===== config.mk =====
export PLATFORM = sky130hd
export DESIGN_NAME = instruction_fetch
export DESIGN_NICKNAME = d
export VERILOG_FILES = /design/src/rtl/instruction_fetch.sv
export SDC_FILE = /design/constraint.sdc
export NUM_CORES = 1
export LEC_CHECK = 0
export ABC_CLOCK_PERIOD_IN_PS = 9600
export BUFFER_PORTS_ARGS = -buffer_cell sky130_fd_sc_hd__buf_2
export CORE_ASPECT_RATIO = 0.9
export CORE_MARGIN = 5
export CORE_UTILIZATION = 35
export CTS_BUF_LIST = sky130_fd_sc_hd__clkbuf_8
export DETAILED_ROUTE_END_ITERATION = 7
export PLACE_DENSITY = 0.63
export SYNTH_ARGS = -nofsm -noshare
export SYNTH_HDL_FRONTEND = slang
export SYNTH_SLANG_ARGS = --single-unit

===== constraint.sdc =====
create_clock -name clk -period 9.6 [get_ports clk]
set_input_delay 0.48 -clock clk [delete_from_list [all_inputs] [get_ports clk]]
set_output_delay 0.48 -clock clk [all_outputs]
set_load 0.03 [all_outputs]

===== src/rtl/instruction_fetch.sv =====
// Instruction fetch front end: PC register, combinational imem access and a
// 2-entry {pc, instr} buffer toward decode, with redirect and misalignment halt.
module instruction_fetch #(
  parameter int              XLEN     = 64,
  parameter logic [XLEN-1:0] RESET_PC = '0
) (
  input  logic            clk,
  input  logic            reset,
  output logic [XLEN-1:0] imem_addr,
  input  logic [31:0]     imem_instr,
  input  logic            redirect_valid,
  input  logic [XLEN-1:0] redirect_pc,
  output logic            out_valid,
  input  logic            out_ready,
  output logic [XLEN-1:0] out_pc,
  output logic [31:0]     out_instr,
  output logic            misaligned,
  output logic [XLEN-1:0] fault_pc
);

  // state  | meaning
  // S_RUN  | fetching sequentially into the buffer
  // S_HALT | stopped on a misaligned redirect target, buffer kept empty
  typedef enum logic {
    S_RUN  = 1'b0,
    S_HALT = 1'b1
  } state_t;

  state_t          r_state;
  state_t          w_state_nxt;

  logic [XLEN-1:0] r_pc;
  logic [XLEN-1:0] r_fault_pc;
  logic [XLEN-1:0] r_ent_pc    [0:1];
  logic [31:0]     r_ent_instr [0:1];
  logic            r_head;
  logic [1:0]      r_count;

  logic            w_full;
  logic            w_empty;
  logic            w_push;
  logic            w_pop;
  logic            w_tail;
  logic            w_target_misaligned;

  assign w_full              = (r_count == 2'd2);
  assign w_empty             = (r_count == 2'd0);
  assign w_target_misaligned = (redirect_pc[1:0] != 2'b00);
  // Free slot is head^1 with one entry; with two entries it is only written
  // when a pop frees the head slot on the same edge.
  assign w_tail              = r_head ^ r_count[0];

  always_ff @(posedge clk) begin
    if (reset) begin
      r_state <= S_RUN;
    end else begin
      r_state <= w_state_nxt;
    end
  end

  always_comb begin
    w_state_nxt = r_state;
    if (redirect_valid) begin
      w_state_nxt = w_target_misaligned ? S_HALT : S_RUN;
    end
  end

  always_comb begin
    w_pop      = !w_empty && out_ready && !redirect_valid;
    w_push     = 1'b0;
    misaligned = 1'b0;
    case (r_state)
      S_RUN:   w_push = !redirect_valid && (!w_full || w_pop);
      S_HALT:  misaligned = 1'b1;
      default: w_push = 1'b0;
    endcase
  end

  always_ff @(posedge clk) begin
    if (reset) begin
      r_pc       <= RESET_PC;
      r_fault_pc <= '0;
      r_head     <= 1'b0;
      r_count    <= 2'd0;
    end else if (redirect_valid) begin
      r_pc    <= redirect_pc;
      r_head  <= 1'b0;
      r_count <= 2'd0;
      if (w_target_misaligned) begin
        r_fault_pc <= redirect_pc;
      end
    end else begin
      if (w_push) begin
        r_pc <= r_pc + XLEN'(4);
      end
      if (w_pop) begin
        r_head <= ~r_head;
      end
      case ({w_push, w_pop})
        2'b10:   r_count <= r_count + 2'd1;
        2'b01:   r_count <= r_count - 2'd1;
        default: r_count <= r_count;
      endcase
    end
  end

  // Entry payload needs no reset: it is only observable through r_count.
  always_ff @(posedge clk) begin
    if (!reset && w_push) begin
      r_ent_pc[w_tail]    <= r_pc;
      r_ent_instr[w_tail] <= imem_instr;
    end
  end

  assign imem_addr = r_pc;
  assign out_valid = !w_empty;
  assign out_pc    = r_ent_pc[r_head];
  assign out_instr = r_ent_instr[r_head];
  assign fault_pc  = r_fault_pc;

endmodule


==> results of run 1 <==
-- metal layers --
layer | GRT usage | vias to the layer above | wire length (um)
li1 | - | 4833 | -
met1 | 0.2588 | 5027 | 18690
met2 | 0.2921 | 386 | 18010
met3 | 0.06167 | 65 | 3472
met4 | 0.04604 | 0 | 793
met5 | 0 | - | 0
-- flip-flops by register name, indices dropped and copies added (netlist names), named ones only --
| signal | cells |
|---|---|
| r_count | 2 |
| r_ent_pc | 128 |
| fault_pc | 64 |
| r_state | 1 |
| imem_addr | 64 |
| r_ent_instr | 64 |
| r_head | 1 |
-- metrics by stage --
step | hold slack [ns] | cells | instance area, sq um | setup WS (ns) | total power, W
2_1_floorplan | 0.5189 | 1121 | 13160 | 3.415 | 0.001842
3_3_place_gp | 0.4391 | 1879 | 15310 | 6.003 | 0.001984
3_5_place_dp | 0.4436 | 1879 | 15310 | 5.919 | 0.001991
4_1_cts | 0.02067 | 1976 | 16340 | 6.252 | 0.003165
5_1_grt | 0.03081 | 1977 | 16340 | 6.148 | 0.003254
6_report | 0.07320 | 1978 | 16340 | 6.357 | 0.003118
-- worst register-to-register path, stage by stage, from the launching register on --
cell and delay [ns]:
dfxtp_1 0.42, or3b_1 0.21, and2_1 0.16, nand2b_1 0.43, nor2_4 0.23, buf_4 0.53, buf_4 0.82
-- cells by family after synthesis --
group	after synthesis
flip-flops	325
adder cells (fa/ha/maj)	2
AO/OA/AOI/OAI	221
multiplexers	100
buffers and inverters	76
AND/OR/NAND/NOR	379
XOR/XNOR	18
-- report_power, final --
part           total [W]  internal (W)  leakage [nW]  switching, W
logic           0.000358      0.000107          2.84      0.000251
registers        0.00160       0.00154          2.85     0.0000583
clock network    0.00116      0.000614         0.609      0.000546
-- worst paths after layout --
path / startpoint / to / slack (ns) / cells after the start
setup / recovery: register / out_pc[24] / 6.36 / 3
hold / removal: imem_instr[28] / r_ent_instr[0][28]$_DFFE_PP_ / 0.07 / 1
setup reg to reg: r_count[0]$_SDFFE_PP0P_ / r_ent_pc[0][15]$_DFFE_PP_ / 6.39 / 6
hold reg to reg: fault_pc[42]$_SDFFE_PP0P_ / fault_pc[42]$_SDFFE_PP0P_ / 0.45 / 2
-- cell type report --
cell class	instances	area, sq um	area share
diodes	2	5.005	0.0003062
clock buffers	62	853.3	0.05221
clock inverters	35	176.4	0.01079
inverters	11	41.29	0.002526
multi-input cells	720	4487	0.2745
flip-flops and latches	325	8432	0.5159
well taps	483	604.3	0.03698
repair buffers	340	1744	0.1067
-- placed cells by master, fill, tap and decap left out, types with 8 or more instances in the layout --
master / synthesis / final
dfxtp_1: 133 / 132
o22ai_1: 10 / 10
nand2_1: 171 / 171
and4_1: 18 / 18
o21ai_0: 20 / 20
buf_4: 0 / 17
inv_1: 9 / 29
nor2_1: 44 / 42
edfxtp_1: 192 / 192
buf_2: 0 / 323
and2_1: 15 / 15
nand4_1: 29 / 29
clkinv_2: 0 / 8
clkbuf_8: 0 / 62
xor2_1: 14 / 14
a31oi_1: 28 / 28
a21oi_1: 116 / 115
and3_1: 9 / 9
nor3_1: 24 / 24
mux2_2: 97 / 97
nand3_1: 29 / 29
==> metrics.md, run 1 <==
| Metric | Value |
|---|---|
| Critical Path, Cell by Cell | buf_4, mux2_2, buf_2 |
| Die width | roughly 210 um |
| Via count | 10.31k |
| Die ar. | about 0.042 sq mm |
| Die height | 194.0 um |
| DR iter-0 viols | slightly above 600 |
| Routed Antenna Nets | 0 |
| CP Capture Type | primary output |
| EDFF count, synth | about 190 |
| Post-CTS Setup Inserts | 0 |
| Delay-heaviest family, CP | buffers and inverters |
| First-pass GRT wire length | just over 60 mm |
| Worst EP arrival | around 2.8 ns |
| Final GP Congestion | 0.7714 |
| HP Class | primary input to register |
| Synth top area share | 0.4380 |
| Routed WL | 40.97 mm |
| Synthesized area | 0.01316 sq mm |
| Post-layout util | 0.4391 |
| CTS tree | done |
| RSZ-0062 raised after global routing | no |
| Area Growth Syn to Fin | 24.15% |
| CP max stage delay | 0.76 ns |
| Row Count | between 60 and 70 |
| Final Hold Viols | 0 |
| CTS buffer count | 53 |
| Max clock buf depth | 3 |
| Area share of fa/ha/maj cells after synthesis | 0.001901 |
| PortBufs | around 330 |
| Largest net degree at the start of global routing | 63 |
| Actual slew at the worst max-slew pin | 1.241 ns |
| Area of the core | about 0.037 sq mm |
| Max frequency | a little over 300 MHz |
| Mapped Cells | roughly 1.1k |
| Crit path kind | register to primary output |
| Layout Skew | roughly 0.029 ns |
| Final worst-path cycle share | 0.3378 |
| Buf+Inv Stages, Crit Path | 2 |
| Multiplexer share of the synthesized area | 0.08526 |
| Layout fillers | between 3k and 4k |
| CP Launch Type | register |
| Final setup vio count | 0 |
| Top post-synthesis cells by count | edfxtp_1 (192), nand2_1 (171), dfxtp_1 (133), a21oi_1 (116), mux2_2 (97) |
| Lkg Pwr | approximately 6.3 nW |
| Initial Utilization | 0.3537 |
| Clock-pin transition on the worst setup and hold timing paths | ~0.06 ns |
| Post-synthesis compound-gate area fraction | 0.09685 |
| Area leader, netlist | edfxtp_1 |
| Slowest-stage cell, CP | dfxtp_4 |
| Combinational family with the most area after synthesis | simple AND/OR/NAND/NOR gates |
| Sequential fraction of the synthesis area | 0.6402 |
| Top-count cell post-synth | edfxtp_1 |
| Max Cap Viol | 0 |
| Top FF cell, synth | edfxtp_1 |
| Netlist cell types | 57 |
| Final Max Tran Viols | 0 |
| Post_cts resized | 0 |
| Initial antenna violation count | 2 |
| Total Negative Setup Slacks | 0 ns |
| CTS H-Tree Depth | 2 |
| Rel. slew slack | 0.1709 |
| Share of layout cells above drive strength 1 | 0.3523 |
| Clock Sinks | roughly 330 |
| Vias in the first global route | about 10k |
| Hold-fix buffers, CTS | 0 |
| CP Max Fanout | 51 |
| Tot GR Track Use | 0.1887 |
| DRC | 0 |
| Outcome | finished, final reports clean |
| Tmin final | about 3.2 ns |
| Post-synth ARST share | 0 |
| I/O pins | ~330 |
| Clock Tree Root | clkbuf_8 |
| Via density | roughly 5.2 |
| Synthesis Warnings | 0 |
| Mapped Nets | roughly 1.2k |
| Worst path required time | a little over 9 ns |
| Worst-skew pair later-pin latency | ~0.6 ns |
| Total gr overflow | 0 |
| Syn avg cell area | around 12 sq um |
| Post-synthesis xor/xnor area fraction | 0.01198 |
| Post-synthesis simple-gate area fraction | 0.1415 |
| Final HPWL DP | between 20 and 30 mm |
| DRT Pass-1 Iters | 5 |
| Worst VDD drop | ~0.11 mV |
| Final Net Count | between 1.5k and 2k |
| Area contributors post-synth | edfxtp_1 (44%), dfxtp_1 (20%), mux2_2 (8.3%) |
| Routed wire length per instance | 20.71 um |
| Pwr Density | roughly 190 mW/mm^2 |
| Seq cells post-synth | about 330 |
Note: power is estimated with default switching activity, not from simulation.
==> run 2: changes to the inputs <==
Settings changed: ABC_CLOCK_PERIOD_IN_PS 9600 to 2870, PLACE_DENSITY 0.63 to 0.65.
Clock period 9.6 ns to 2.87 ns, I/O delays scaled along.
==> run 2 against run 1 <==
Register-to-register slack worse by 5.9 ns. Via count grew 5.4%. Critical path depth is the same. Routed wire length increased by 6.0%. Die area unchanged. Worst setup slack got worse by 6.0 ns. Sequential share of layout area is 3.7 points lower. Cell count is 5.9% higher. Worst hold slack worse by 0.0072 ns. Clock power rose to 3.6 times the previous value. Clock skew rose by 0.0012 ns. Combinational power grew to 3.8 times the previous value.
==> metrics.md, run 2 (synthesized netlist as in run 1, its figures left out) <==
| Metric | Value |
|---|---|
| Outcome | finished, final reports clean |
| PortBufs | about 330 |
| Net load switching power | around 0.0030 W |
| Rel. slew slack | 0.3870 |
| Clock-pin transition on the worst setup and hold timing paths | approximately 0.060 ns |
| Final GP Congestion | between 0.8 and 0.9 |
| CP max stage delay | 0.77 ns |
| Post-layout util | 0.4734 |
| Routed wire length per instance | 20.74 um |
| Max frequency | about 400 MHz |
| Slowest-stage cell, CP | dfxtp_4 |
| Final HPWL DP | 29.39 mm |
| CTS H-Tree Depth | 2 |
| DRC | 0 |
| Final Hold Viols | 0 |
| Top reg by flops | r_ent_pc |
| Initial antenna violation count | 1 |
| Clock Sinks | ~330 |
| I/O pins | between 300 and 400 |
| Via count | 10.87k |
| CP Capture Type | primary output |
| Clock Tree Root | clkbuf_8 |
| Critical Path, Cell by Cell | buf_12, mux2_2, buf_2 |
| Area Growth Syn to Fin | 33.85% |
| Worst VDD drop | 0.3658 mV |
| Initial Utilization | 0.3537 |
| Actual slew at the worst max-slew pin | a little over 0.9 ns |
| CP Max Fanout | 38 |
| Die ar. | 0.04160 sq mm |
| Vias in the first global route | 10.47k |
| Tmin final | about 2.5 ns |
| Cell-internal power | roughly 0.0079 W |
| Post_cts resized | 0 |
| Routed Antenna Nets | 0 |
| Largest net degree at the start of global routing | around 80 |
| Via density | between 5 and 6 |
| Max clock buf depth | 3 |
| Ant diodes | 0 |
| DR iter-0 viols | about 960 |
| Die height | between 150 and 200 um |
| Final Net Count | ~1.7k |
| Area of the core | about 0.037 sq mm |
| Total Negative Setup Slacks | 0 ns |
| CTS tree | done |
| Total gr overflow | 0 |
| Most frequent cells in the layout | buf_2 (323), edfxtp_1 (192), nand2_1 (171), dfxtp_1 (130), a21oi_1 (115) |
| HP Class | primary input to register |
| Flop pwr share | 0.491 |
| Worst path required time | approximately 2.7 ns |
| Comb power frac | 0.126 |
| Tot GR Track Use | 0.2011 |
| CP Launch Type | register |
| Die width | approximately 210 um |
| Lkg Pwr | slightly below 7 nW |
| Row Count | 67 |
| RSZ-0062 raised after global routing | no |
| Worst EP arrival | 2.37 ns |
| Max FFs per register | ~130 |
| Share of layout cells above drive strength 1 | 0.3408 |
| Crit path kind | register to primary output |
| Routed WL | approximately 43 mm |
| Final setup vio count | 0 |
| Clock power frac | 0.383 |
| Sw frac | 0.2753 |
| First-pass GRT wire length | 65.33 mm |
| DRT Pass-1 Iters | 5 |
| Worst-skew pair later-pin latency | about 0.64 ns |
| Layout Skew | roughly 0.03 ns |
| Pwr Density | slightly above 600 mW/mm^2 |
| Final Max Tran Viols | 0 |
| Max Cap Viol | 0 |
| Commonest non-fill, non-tap cell in the layout | buf_2 |
| Final worst-path cycle share | 0.8747 |
| CTS buffer count | 55 |
==> run 2: cell types whose count changed in the layout (fill, tap and decap cells not counted), moves of 2 or more <==
cell,delta
buf_12,+7
buf_4,+6
clkbuf_8,+3
clkinv_1,-2
dfxtp_1,-2
diode_2,-2
dlygate4sd3_1,+99
inv_1,+3
==> run 2: routing by layer <==
metal | GRT usage | vias up | routed length, um
met2 | 0.3059 | 464 | 19360
met1 | 0.2862 | 5265 | 19720
met3 | 0.05215 | 69 | 3356
li1 | - | 5068 | -
met5 | 0 | - | 0
met4 | 0.05534 | 0 | 996
==> run 2: critical path, delay by kind of cell, from the launching register on <==
family / cells / cell delay, ns
mux: 1 / 0.39
buf+inv: 2 / 0.52
flops: 1 / 0.77
==> run 2: what timing repair did <==
action	CTS	global route
setup buffers	0	0
hold buffers	99	0
endpoints found under the hold margin	194	0
==> run 2: path summary, 6_finish.rpt <==
path                            depth (start not counted)                 startpoint                          to  slack [ns]
worst max-delay path                                    3                   register                  out_pc[37]        0.36
worst min-delay path                                    2                      reset  imem_addr[48]$_SDFFE_PP0P_        0.07
worst max register to register                          8  imem_addr[2]$_SDFFE_PP0P_  imem_addr[56]$_SDFFE_PP0P_        0.48
worst min register to register                          2  fault_pc[33]$_SDFFE_PP0P_   fault_pc[33]$_SDFFE_PP0P_        0.45
==> run 2: layout make-up <==
| cell class | count | area, sq um |
|---|---|---|
| Timing Repair Buffer | 452 | 2920 |
| Clock inverter | 38 | 217.7 |
| Fill cell | 3442 | 19600 |
| Tap cell | 483 | 604.3 |
| Clock buffer | 65 | 894.6 |
| Sequential cell | 325 | 8437 |
| Multi-Input combinational cell | 720 | 4504 |
| Inverter | 11 | 41.29 |
==> run 2: power by group through the flow <==
| stage | combinational, W | clock [W] | sequential (W) |
|---|---|---|---|
| detailed placement | 0.00126 | 0 | 0.00543 |
| global route | 0.00146 | 0.00451 | 0.00536 |
| finish | 0.00136 | 0.00415 | 0.00533 |
| CTS | 0.00137 | 0.00429 | 0.00533 |
| global placement | 0.00125 | 0 | 0.00541 |
| floorplan | 0.000571 | 0 | 0.00559 |
==> run 2: metrics by stage <==
step / hold slack, ns / power, W / cell area, sq um / cells / setup WS (ns)
detailed placement: 0.3350 / 0.006689 / 15520 / 1892 / 0.4599
global placement: 0.3320 / 0.006666 / 15520 / 1892 / 0.4863
floorplan: 0.2424 / 0.006161 / 13220 / 1121 / 0.008910
CTS: 0.01579 / 0.01099 / 17620 / 2094 / 0.3027
global route: 0.04644 / 0.01133 / 17620 / 2094 / 0.2600
finish: 0.06602 / 0.01085 / 17620 / 2094 / 0.3597
